### config.mk
export PLATFORM = sky130hd
export DESIGN_NAME = ascii_operand_capture
export DESIGN_NICKNAME = d
export VERILOG_FILES = /design/src/rtl/ascii_operand_capture.sv
export SDC_FILE = /design/constraint.sdc
export NUM_CORES = 1
export LEC_CHECK = 0
export CORE_MARGIN = 5
export CORE_UTILIZATION = 54
export DETAILED_ROUTE_END_ITERATION = 7
export PLACE_DENSITY_LB_ADDON = 0.25
export SLEW_MARGIN = 20
export SYNTH_ARGS = -nofsm -noshare
export SYNTH_HDL_FRONTEND = slang
export SYNTH_SLANG_ARGS = --single-unit
### constraint.sdc
create_clock -name clk -period 5.9 [get_ports clk]
set_input_delay 0.59 -clock clk [delete_from_list [all_inputs] [get_ports clk]]
set_output_delay 0.59 -clock clk [all_outputs]
set_load 0.05 [all_outputs]
### src/rtl/ascii_operand_capture.sv
// Parses "<digits>+<digits>=" from an ASCII char stream into right-aligned packed BCD operands.
// Optional feature: define ASCII_BACKSPACE_EN to give 0x08 backspace editing semantics.
module ascii_operand_capture #(
    parameter int DIGITS = 2
) (
    input  logic                  clk,
    input  logic                  rst,
    input  logic [7:0]            char_in,
    input  logic                  char_valid,
    output logic                  char_ready,
    output logic [4*DIGITS-1:0]   op_a,
    output logic [4*DIGITS-1:0]   op_b,
    output logic                  ops_valid,
    input  logic                  ops_ready,
    output logic                  err
);
    localparam int W  = 4 * DIGITS;
    localparam int CW = $clog2(DIGITS + 1);
    localparam logic [CW-1:0] MAX_CNT = CW'(DIGITS);

    typedef enum logic [1:0] {S_A, S_B, S_OUT, S_ERR} state_t;

    state_t          r_state;
    logic [W-1:0]    r_op_a;
    logic [W-1:0]    r_op_b;
    logic [CW-1:0]   r_cnt_a;
    logic [CW-1:0]   r_cnt_b;
    logic            r_ops_valid;
    logic            r_err;

    logic            w_accept;
    logic            w_is_digit;
    logic            w_is_plus;
    logic            w_is_term;
    logic            w_is_clear;
    logic [W-1:0]    w_push_a;
    logic [W-1:0]    w_push_b;

    assign char_ready = (r_state != S_OUT);
    assign w_accept   = char_valid & char_ready;
    assign w_is_digit = (char_in[7:4] == 4'h3) && (char_in[3:0] <= 4'd9);
    assign w_is_plus  = (char_in == 8'h2B);
    assign w_is_term  = (char_in == 8'h3D) || (char_in == 8'h0D);
    assign w_is_clear = (char_in == 8'h1B);
    // Shift rather than slice so DIGITS=1 elaborates without a negative range.
    assign w_push_a   = (r_op_a << 4) | W'(char_in[3:0]);
    assign w_push_b   = (r_op_b << 4) | W'(char_in[3:0]);

    assign op_a      = r_op_a;
    assign op_b      = r_op_b;
    assign ops_valid = r_ops_valid;
    assign err       = r_err;

    always_ff @(posedge clk or posedge rst) begin
        if (rst) begin
            r_state     <= S_A;
            r_op_a      <= '0;
            r_op_b      <= '0;
            r_cnt_a     <= '0;
            r_cnt_b     <= '0;
            r_ops_valid <= 1'b0;
            r_err       <= 1'b0;
        end else begin
            case (r_state)
                S_A: if (w_accept) begin
                    if (w_is_digit) begin
                        if (r_cnt_a < MAX_CNT) begin
                            r_op_a  <= w_push_a;
                            r_cnt_a <= r_cnt_a + 1'b1;
                        end else begin
                            r_state <= S_ERR;
                            r_err   <= 1'b1;
                        end
                    end else if (w_is_plus && r_cnt_a != '0) begin
                        r_state <= S_B;
                    end else if (w_is_clear) begin
                        r_op_a  <= '0;
                        r_op_b  <= '0;
                        r_cnt_a <= '0;
                        r_cnt_b <= '0;
`ifdef ASCII_BACKSPACE_EN
                    end else if (char_in == 8'h08) begin
                        if (r_cnt_a != '0) begin
                            r_op_a  <= r_op_a >> 4;
                            r_cnt_a <= r_cnt_a - 1'b1;
                        end
`endif
                    end else begin
                        r_state <= S_ERR;
                        r_err   <= 1'b1;
                    end
                end
                S_B: if (w_accept) begin
                    if (w_is_digit) begin
                        if (r_cnt_b < MAX_CNT) begin
                            r_op_b  <= w_push_b;
                            r_cnt_b <= r_cnt_b + 1'b1;
                        end else begin
                            r_state <= S_ERR;
                            r_err   <= 1'b1;
                        end
                    end else if (w_is_term && r_cnt_b != '0) begin
                        r_state     <= S_OUT;
                        r_ops_valid <= 1'b1;
                    end else if (w_is_clear) begin
                        r_state <= S_A;
                        r_op_a  <= '0;
                        r_op_b  <= '0;
                        r_cnt_a <= '0;
                        r_cnt_b <= '0;
`ifdef ASCII_BACKSPACE_EN
                    end else if (char_in == 8'h08) begin
                        // Backspace over an empty B undoes the plus.
                        if (r_cnt_b != '0) begin
                            r_op_b  <= r_op_b >> 4;
                            r_cnt_b <= r_cnt_b - 1'b1;
                        end else begin
                            r_state <= S_A;
                        end
`endif
                    end else begin
                        r_state <= S_ERR;
                        r_err   <= 1'b1;
                    end
                end
                S_OUT: if (r_ops_valid && ops_ready) begin
                    r_state     <= S_A;
                    r_ops_valid <= 1'b0;
                    r_op_a      <= '0;
                    r_op_b      <= '0;
                    r_cnt_a     <= '0;
                    r_cnt_b     <= '0;
                end
                S_ERR: if (w_accept && w_is_clear) begin
                    r_state <= S_A;
                    r_err   <= 1'b0;
                    r_op_a  <= '0;
                    r_op_b  <= '0;
                    r_cnt_a <= '0;
                    r_cnt_b <= '0;
                end
                default: r_state <= S_A;
            endcase
        end
    end
endmodule

==> impl_metrics.ini <==
[clocking]
clock_path_buffers = 2
clk_latency_ps = 320
cts_tree = yes
cts_sinks = 24
cts_resized = 0
htreeDepth = 1
numCtsBuffers = 3
clkTransAtPathRegs_ps = 120
root_buffer = clkbuf_4
cts_hold_buffers = 0
post_cts_buffers = 0

[sta]
fin_tns_setup_ps = 0
rsz0062_at_grt = no
hold_violations = 0
timing.hold.ws_ps = 524
period_minus_slack_ps = 2740
skew_ps = 12.8
slew_viol_final = 0
final-setup-viol-count = 0
period_share = 0.464
tightestPinTransition_ps = 877
max_freq_ghz = 0.365
max_slew_margin = 0.415

[synthesis]
syn_inst = 132
async_flop_share = 1.00
syn_area_um2 = 1410
synth-edff-count = 0
synth.area.top_cells = dfrtp_1 43%, a22o_1 12%, ha_1 6.2%, inv_1 3.2%, a2111oi_4 1.9%
yosys_warnings = 0
synth.avg_cell_area_um2 = 10.7
ys.flop_type = dfrtp_1
ys_seq_area_frac = 0.425
yosys.area.top_type = dfrtp_1
yosysUniqueCellTypes = 47
synth.top_cell.area_share = 0.425
synth_nets = 151
ys_ff_latch = 24

[route]
drtPass1Iterations = 4
routed.top_layer = met4
drt_iter0_markers = 56
drc = 0
wire_per_inst_um = 17.7
wirelength_um = 3370
wl_met3_um = 212
wl_met1_um = 1530
wl_met2_um = 1590
vias_per_cell = 6.26
num_vias = 1196
ant_nets = 0

[worst_setup_path]
worstSetupPathType = in -> reg
cp-end-kind = flop
worstPathRequired_ps = 6150
crit_buf_inv = 1
cp-start-kind = input port
critPathArrivalTime_ps = 2990
critical_path.top_delay_family = compound AO/OA/AOI/OAI gates
path_max_fanout = 10
reg2reg_slack_ps = 3290
critPathMaxStageDelay_ps = 670
path_cells = clkdlybuf4s50_1, nor3b_2, nand4b_4, a211o_1, a2111oi_4, mux2_1
critPathSlowestCell = clkdlybuf4s50_1

[global_route]
grt_max_degree = 25
gr-usage-all-layers = 0.201
antenna_found_initial = 0
grt.overflow.total = 0
grt_pass1_wl_um = 5610
first_global_vias = 1151

[job]
cap_violations = 0

[die]
rows = 18
die-area_um2 = 3740
die_height_um = 61.1
core_area_um2 = 2500
fp.dieW_um = 61.1
io_pins = 31
initial_utilization = 0.565

[placed_design]
dp_hpwl_um = 2600
place_area_um2 = 1730
place_congestion = 1.04
io_buffers = 30

[finish]
final_cell_mix = 30 x clkdlybuf4s50_1, 24 x dfrtp_1, 19 x a22o_1
syn_to_final_growth_pct = 25.9
fin_util = 0.711
final_common_cell = clkdlybuf4s50_1
antenna_cells = 0
multi_input_area_um2 = 742
drive_above_1_share = 0.0807
fin_area_um2 = 1780
ff_latch_area_um2 = 601
nets = 181
fill_cells = 186

[run_status]
outcome = complete, no violations

[worst_hold_path]
hold_path.class = reg -> reg

[power_and_ir_drop]
irDropWorstVdd_uv = 229
powerDensity_nw_per_um2 = 335
p_leak_nw = 0.769
## state kept, by name, summed over array words and instances, names as in the netlist
register,cells
op_a,8
op_b,8
r_cnt_a,2
r_cnt_b,2
r_state,2
err,1
ops_valid,1
## power breakdown
part           total [mW]  leakage [nW]  internal [mW]  switching [mW]
logic               0.292         0.417          0.103           0.189
registers           0.186         0.325          0.177         0.00887
clock network       0.117        0.0279         0.0687          0.0486
total               0.595         0.769          0.349           0.247
## per-stage QoR
step	power [mW]	std cells	setup WS, ps
floorplan	0.406	132	3630
global placement	0.474	187	2920
detailed placement	0.477	187	2890
CTS	0.593	191	3180
global route	0.636	191	3040
finish	0.595	191	3160
## path summary, 6_finish.rpt
check                      startpoint         end  cells past startpoint
setup reg to reg           r_state[1]  r_cnt_a[0]                      7
setup / recovery           char_in[4]  r_cnt_a[0]                      6
max in group asynchronous         rst     op_a[3]                      2
hold reg to reg               op_a[7]     op_a[7]                      1
min in group asynchronous         rst     op_b[1]                      2
hold / removal                op_a[7]     op_a[7]                      1
## cell families after synthesis
family | Yosys count | synth area share
and+or+nand+nor | 35 | 0.167
xor gates and xnor gates | 1 | 0.00620
adders and majority gates | 7 | 0.0620
DFF | 24 | 0.425
AOI/OAI and AO/OA | 44 | 0.260
muxes | 4 | 0.0301
buffers and inverters | 17 | 0.0496
## layer usage
metal	vias to the layer above	track usage
met2	52	0.313
met1	577	0.288
met4	0	0.0433
met5	-	0
met3	4	0.0419
li1	563	-
## Yosys cell counts (2+ instances only)
library cell and n:
dfrtp_1 24, a22o_1 19, inv_1 12, ha_1 7, nor2_1 7, a21oi_1 5, nand3_1 4, nor3_1 4
o21ai_0 3, a211oi_1 2, a31oi_1 2, buf_2 2, clkbuf_1 2, mux2i_1 2, nand2_1 2, nand2b_1 2
or3_1 2, or3b_2 2
## layout make-up
cell class,count,area share
multi-input cells,91,0.417
flip-flops and latches,24,0.338
repair buffers,30,0.169
inverters,12,0.0253
well taps,30,0.0211
clock inverters,1,0.0169
clock buffers,3,0.0127
No activity file was read; power rests on OpenSTA's default activity.
==> RTL edit 1: new RTL, config.mk and constraints unchanged <==
`DIGITS`: 2 -> 4.
--- a/src/rtl/ascii_operand_capture.sv
+++ b/src/rtl/ascii_operand_capture.sv
@@ -1,7 +1,7 @@
 // Parses "<digits>+<digits>=" from an ASCII char stream into right-aligned packed BCD operands.
 // Optional feature: define ASCII_BACKSPACE_EN to give 0x08 backspace editing semantics.
 module ascii_operand_capture #(
-    parameter int DIGITS = 2
+    parameter int DIGITS = 4
 ) (
     input  logic                  clk,
     input  logic                  rst,
Interface: changed (resized op_a and op_b); port bits go from 31 to 47. The function was not compared with the original's and may differ.
==> RTL edit 1 against the unedited design <==
  * Setup slack worse by 44 ps
  * First-iteration DRC count is 140% higher
  * Wire length is 44% higher
  * Total power is 52% higher
  * Final area is 54% higher
  * Combinational power is 26% higher
  * Sequential cell count is 18 higher
  * Synthesized area is 52% higher
  * Clock power is 91% higher
  * Via count is 38% higher
  * Largest power group unchanged
  * Die area is 42% higher
  * Synthesized cell count is 31% higher
  * Critical endpoint unchanged
  * Worst hold slack worse by 14 ps
  * Critical path type is now reg2reg
==> RTL edit 1: results (changes against the unedited design) <==
| Metric | Value |
|---|---|
| Clock latency of the later-clocked register in the worst-skew pair | `300 ps (was 320 ps)` |
| Global routing met1 resource utilization | `0.244 (was 0.288)` |
| Detailed-route vias per instance | `6.16 (was 6.26)` |
| Run status | `finished clean (unchanged)` |
| Multi-input gate share of the layout cell area | `0.365 (was 0.417)` |
| Synthesized-area fraction occupied by xor and xnor cells | `0.00409 (was 0.00620)` |
| Synth top area cells | `sky130_fd_sc_hd__dfrtp_1 (49%), sky130_fd_sc_hd__a22o_1 (15%), sky130_fd_sc_hd__ha_1 (5.3%) (was sky130_fd_sc_hd__dfrtp_1 (43%), sky130_fd_sc_hd__a22o_1 (12%), sky130_fd_sc_hd__ha_1 (6.2%))` |
| Met2 global-route usage | `0.346 (was 0.313)` |
| Final worst path period need | `2780 ps (was 2740 ps)` |
| Number of clock buffers in the layout | `6 (was 3)` |
| Fraction of cell area in non-clock buffers | `0.171 (was 0.169)` |
| Clock root buffer master | `sky130_fd_sc_hd__clkbuf_8 (was sky130_fd_sc_hd__clkbuf_4)` |
| Total power of the final layout | `904 uW (was 595 uW)` |
| Top delay family on crit path | `simple AND/OR/NAND/NOR gates (was compound AO/OA/AOI/OAI gates)` |
| Largest net degree at the start of global routing | `43 (was 25)` |
| Worst setup path startpoint | `r_state[1] (was char_in[4])` |
| Dpl ws | `2920 ps (was 2890 ps)` |
| Met1 routed wirelength after detailed routing | `2010 microns (was 1530 microns)` |
| Weighted congestion at the end of routability-driven global placement | `0.879 (was 1.04)` |
| Peak supply drop | `0.174 mV (was 0.229 mV)` |
| Post-Synth Adder-Cell Area | `0.0526 (was 0.0620)` |
| Met3 capacity usage during global routing | `0.0523 (was 0.0419)` |
| Library cells used by synthesis | `43 (was 47)` |
| Metal3 WL | `282 microns (was 212 microns)` |
| Leakage power summed over all cells | `0.00120 uW (was 0.000769 uW)` |
| Drt total wl | `4870 microns (was 3370 microns)` |
| Critical Path Max Stage Delay | `820 ps (was 670 ps)` |
RTL edit 1: changes by cell type in the layout (fill, tap and decap cells not counted), moves of 3 or more:
cell / unedited run / this run
sky130_fd_sc_hd__clkbuf_8: 0 / 5
sky130_fd_sc_hd__dfrtp_1: 24 / 42
sky130_fd_sc_hd__clkdlybuf4s50_1: 30 / 46
sky130_fd_sc_hd__nor3_1: 4 / 0
sky130_fd_sc_hd__nor2_1: 7 / 1
sky130_fd_sc_hd__and3_1: 0 / 3
sky130_fd_sc_hd__o21ai_1: 0 / 4
sky130_fd_sc_hd__a22o_1: 19 / 36
sky130_fd_sc_hd__and4bb_1: 0 / 3
sky130_fd_sc_hd__clkbuf_4: 3 / 0
RTL edit 1: metrics by stage:
step,instance area (sq um),hold slack (ps)
floorplan,2140,486
CTS,2730,516
detailed placement,2620,496
finish,2730,511
global placement,2620,488
global route,2730,533
==> RTL edit 2: new RTL, same flow settings <==
Without the edit above. Register the output `err` once more, with the module's reset; this adds one clock of latency there. The other outputs are not delayed to match.
--- a/src/rtl/ascii_operand_capture.sv
+++ b/src/rtl/ascii_operand_capture.sv
@@ -49,7 +49,13 @@
     assign op_a      = r_op_a;
     assign op_b      = r_op_b;
     assign ops_valid = r_ops_valid;
-    assign err       = r_err;
+    always_ff @(posedge clk or posedge rst) begin
+        if (rst) begin
+            err <= '0;
+        end else begin
+            err <= r_err;
+        end
+    end
 
     always_ff @(posedge clk or posedge rst) begin
         if (rst) begin
Behaviour: not the same (a bounded check fails within 4 cycles, from zero or initial values and one cycle with rst high).
==> RTL edit 2 against the unedited design <==
  * Wire length shrank 3.9%
  * Final area shrank 3.3%
  * Cell count fell by 3.7%
  * Clock power is 33% lower
  * Sequential power rose by 4%
  * Sequential share of layout area rose by 2.6 points
  * Total power fell by 4.8%
  * Setup slack got worse by 130 ps
  * Sequential cell count rose by 1
  * Count of clock-buffer cells in the layout unchanged
  * Global-route usage decreased by 1.2 points
  * Synthesized cell count fell by 4.5%
  * Synthesized area is 1.3% lower
==> RTL edit 2: results (changes against the unedited design) <==
| Metric | Value |
|---|---|
| Clock slew seen by the registers of the worst setup and hold paths | `140 ps (was 120 ps)` |
| HPWL after detailed placement | `2400 microns (was 2600 microns)` |
| Hold depth | `0 (was 1)` |
| Nets | `174 (was 181)` |
| Detailed-route vias per instance | `6.21 (was 6.26)` |
| Synth top area cells | `sky130_fd_sc_hd__dfrtp_1 (45%), sky130_fd_sc_hd__a22o_1 (11%), sky130_fd_sc_hd__ha_1 (6.3%) (was sky130_fd_sc_hd__dfrtp_1 (43%), sky130_fd_sc_hd__a22o_1 (12%), sky130_fd_sc_hd__ha_1 (6.2%))` |
| Run status | `finished clean (unchanged)` |
| Hold endpoint | `err (was op_a[7])` |
| Weighted congestion at the end of routability-driven global placement | `0.951 (was 1.04)` |
| Filler Cell Count | `197 (was 186)` |
| Via count of the first global-routing pass | `1142 (was 1151)` |
| Peak supply drop | `0.231 mV (was 0.229 mV)` |
| Slack of the worst reg-to-reg path | `3450 ps (was 3290 ps)` |
| Post-Synthesis Net Count | `145 (was 151)` |
| Fin Clk Skew | `6.34 ps (was 12.8 ps)` |
| GRT Total Usage | `0.188 (was 0.201)` |
| Path category of the worst min-delay check | `reg2reg (unchanged)` |
| Sw frac | `0.439 (was 0.415)` |
| Largest net degree at the start of global routing | `26 (was 25)` |
| Compound-gate portion of the synthesized area | `0.206 (was 0.260)` |
| Synthesized-area fraction occupied by xor and xnor cells | `0.00628 (was 0.00620)` |
| Leakage power summed over all cells | `0.000733 uW (was 0.000769 uW)` |
| Met3 capacity usage during global routing | `0.0340 (was 0.0419)` |
| Proportion of synthesized area in mux cells | `0.0422 (was 0.0301)` |
| Iteration-0 DRC count of the detailed router | `50 (was 56)` |
| Actual transition at the worst max-transition pin | `944 ps (was 877 ps)` |
| Min-delay src | `r_err (was op_a[7])` |
| Global routing met1 resource utilization | `0.244 (was 0.288)` |
| Met2 global-route usage | `0.316 (was 0.313)` |
| Signal arrival time at the worst endpoint | `3090 ps (was 2990 ps)` |
| Fraction of final layout cells with drive strength greater than 1 | `0.0649 (was 0.0807)` |
| Drt wl/cell | `17.6 microns (was 17.7 microns)` |
==> RTL edit 2: kinds of logic after synthesis <==
logic type	Yosys count
simple gates	37
compound gates	36
flops	25
buf+inv	15
fa+ha+maj	7
mux	5
xor+xnor	1
==> RTL edit 2: how the worst max path moves through the flow <==
stage                             to  slack, ps  cells after the start
after floorplan           r_state[0]       3570                      6
after global routing      r_cnt_b[0]       2970                      6
after detailed placement  r_cnt_b[0]       2740                      6
final                     r_cnt_b[0]       3030                      6
after global placement    r_cnt_b[0]       2780                      6
after CTS                 r_cnt_b[0]       3090                      6
==> RTL edit 2: metrics by stage <==
step	hold slack [ps]	area, sq um	setup slack, ps	std cells
global placement	374	1690	2780	180
CTS	426	1720	3090	184
floorplan	354	1390	3570	126
finish	437	1720	3030	184
global route	443	1720	2970	184
detailed placement	392	1690	2740	180
==> RTL edit 2: critical path, cell delays in order <==
cell and delay, ps:
sky130_fd_sc_hd__clkdlybuf4s50_1 530, sky130_fd_sc_hd__or3b_1 370, sky130_fd_sc_hd__or3_1 420, sky130_fd_sc_hd__o21a_4 270, sky130_fd_sc_hd__nand4bb_1 470, sky130_fd_sc_hd__mux2_4 420
==> RTL edit 2: final cells by class <==
class                           count  area (sq um)  area share
Multi-Input combinational cell     86           694       0.404
Tap cell                           30          37.5      0.0218
Sequential cell                    25           626       0.364
Clock buffer                        3          22.5      0.0131
Timing Repair Buffer               30           300       0.175
Inverter                            9          33.8      0.0197
Clock inverter                      1          5.00     0.00291
==> RTL edit 2: power by group through the flow <==
stage / Sequential, uW / Combinational [uW] / Clock, uW
detailed placement: 198 / 290 / 0
CTS: 194 / 291 / 80.9
finish: 194 / 294 / 78.4
global placement: 196 / 282 / 0
global route: 196 / 318 / 89.5
floorplan: 206 / 226 / 0
==> RTL edit 2: layer usage <==
metal,vias up,wire [microns]
met5,-,0
met4,0,17
met3,4,177
met2,42,1550
met1,574,1500
li1,523,-
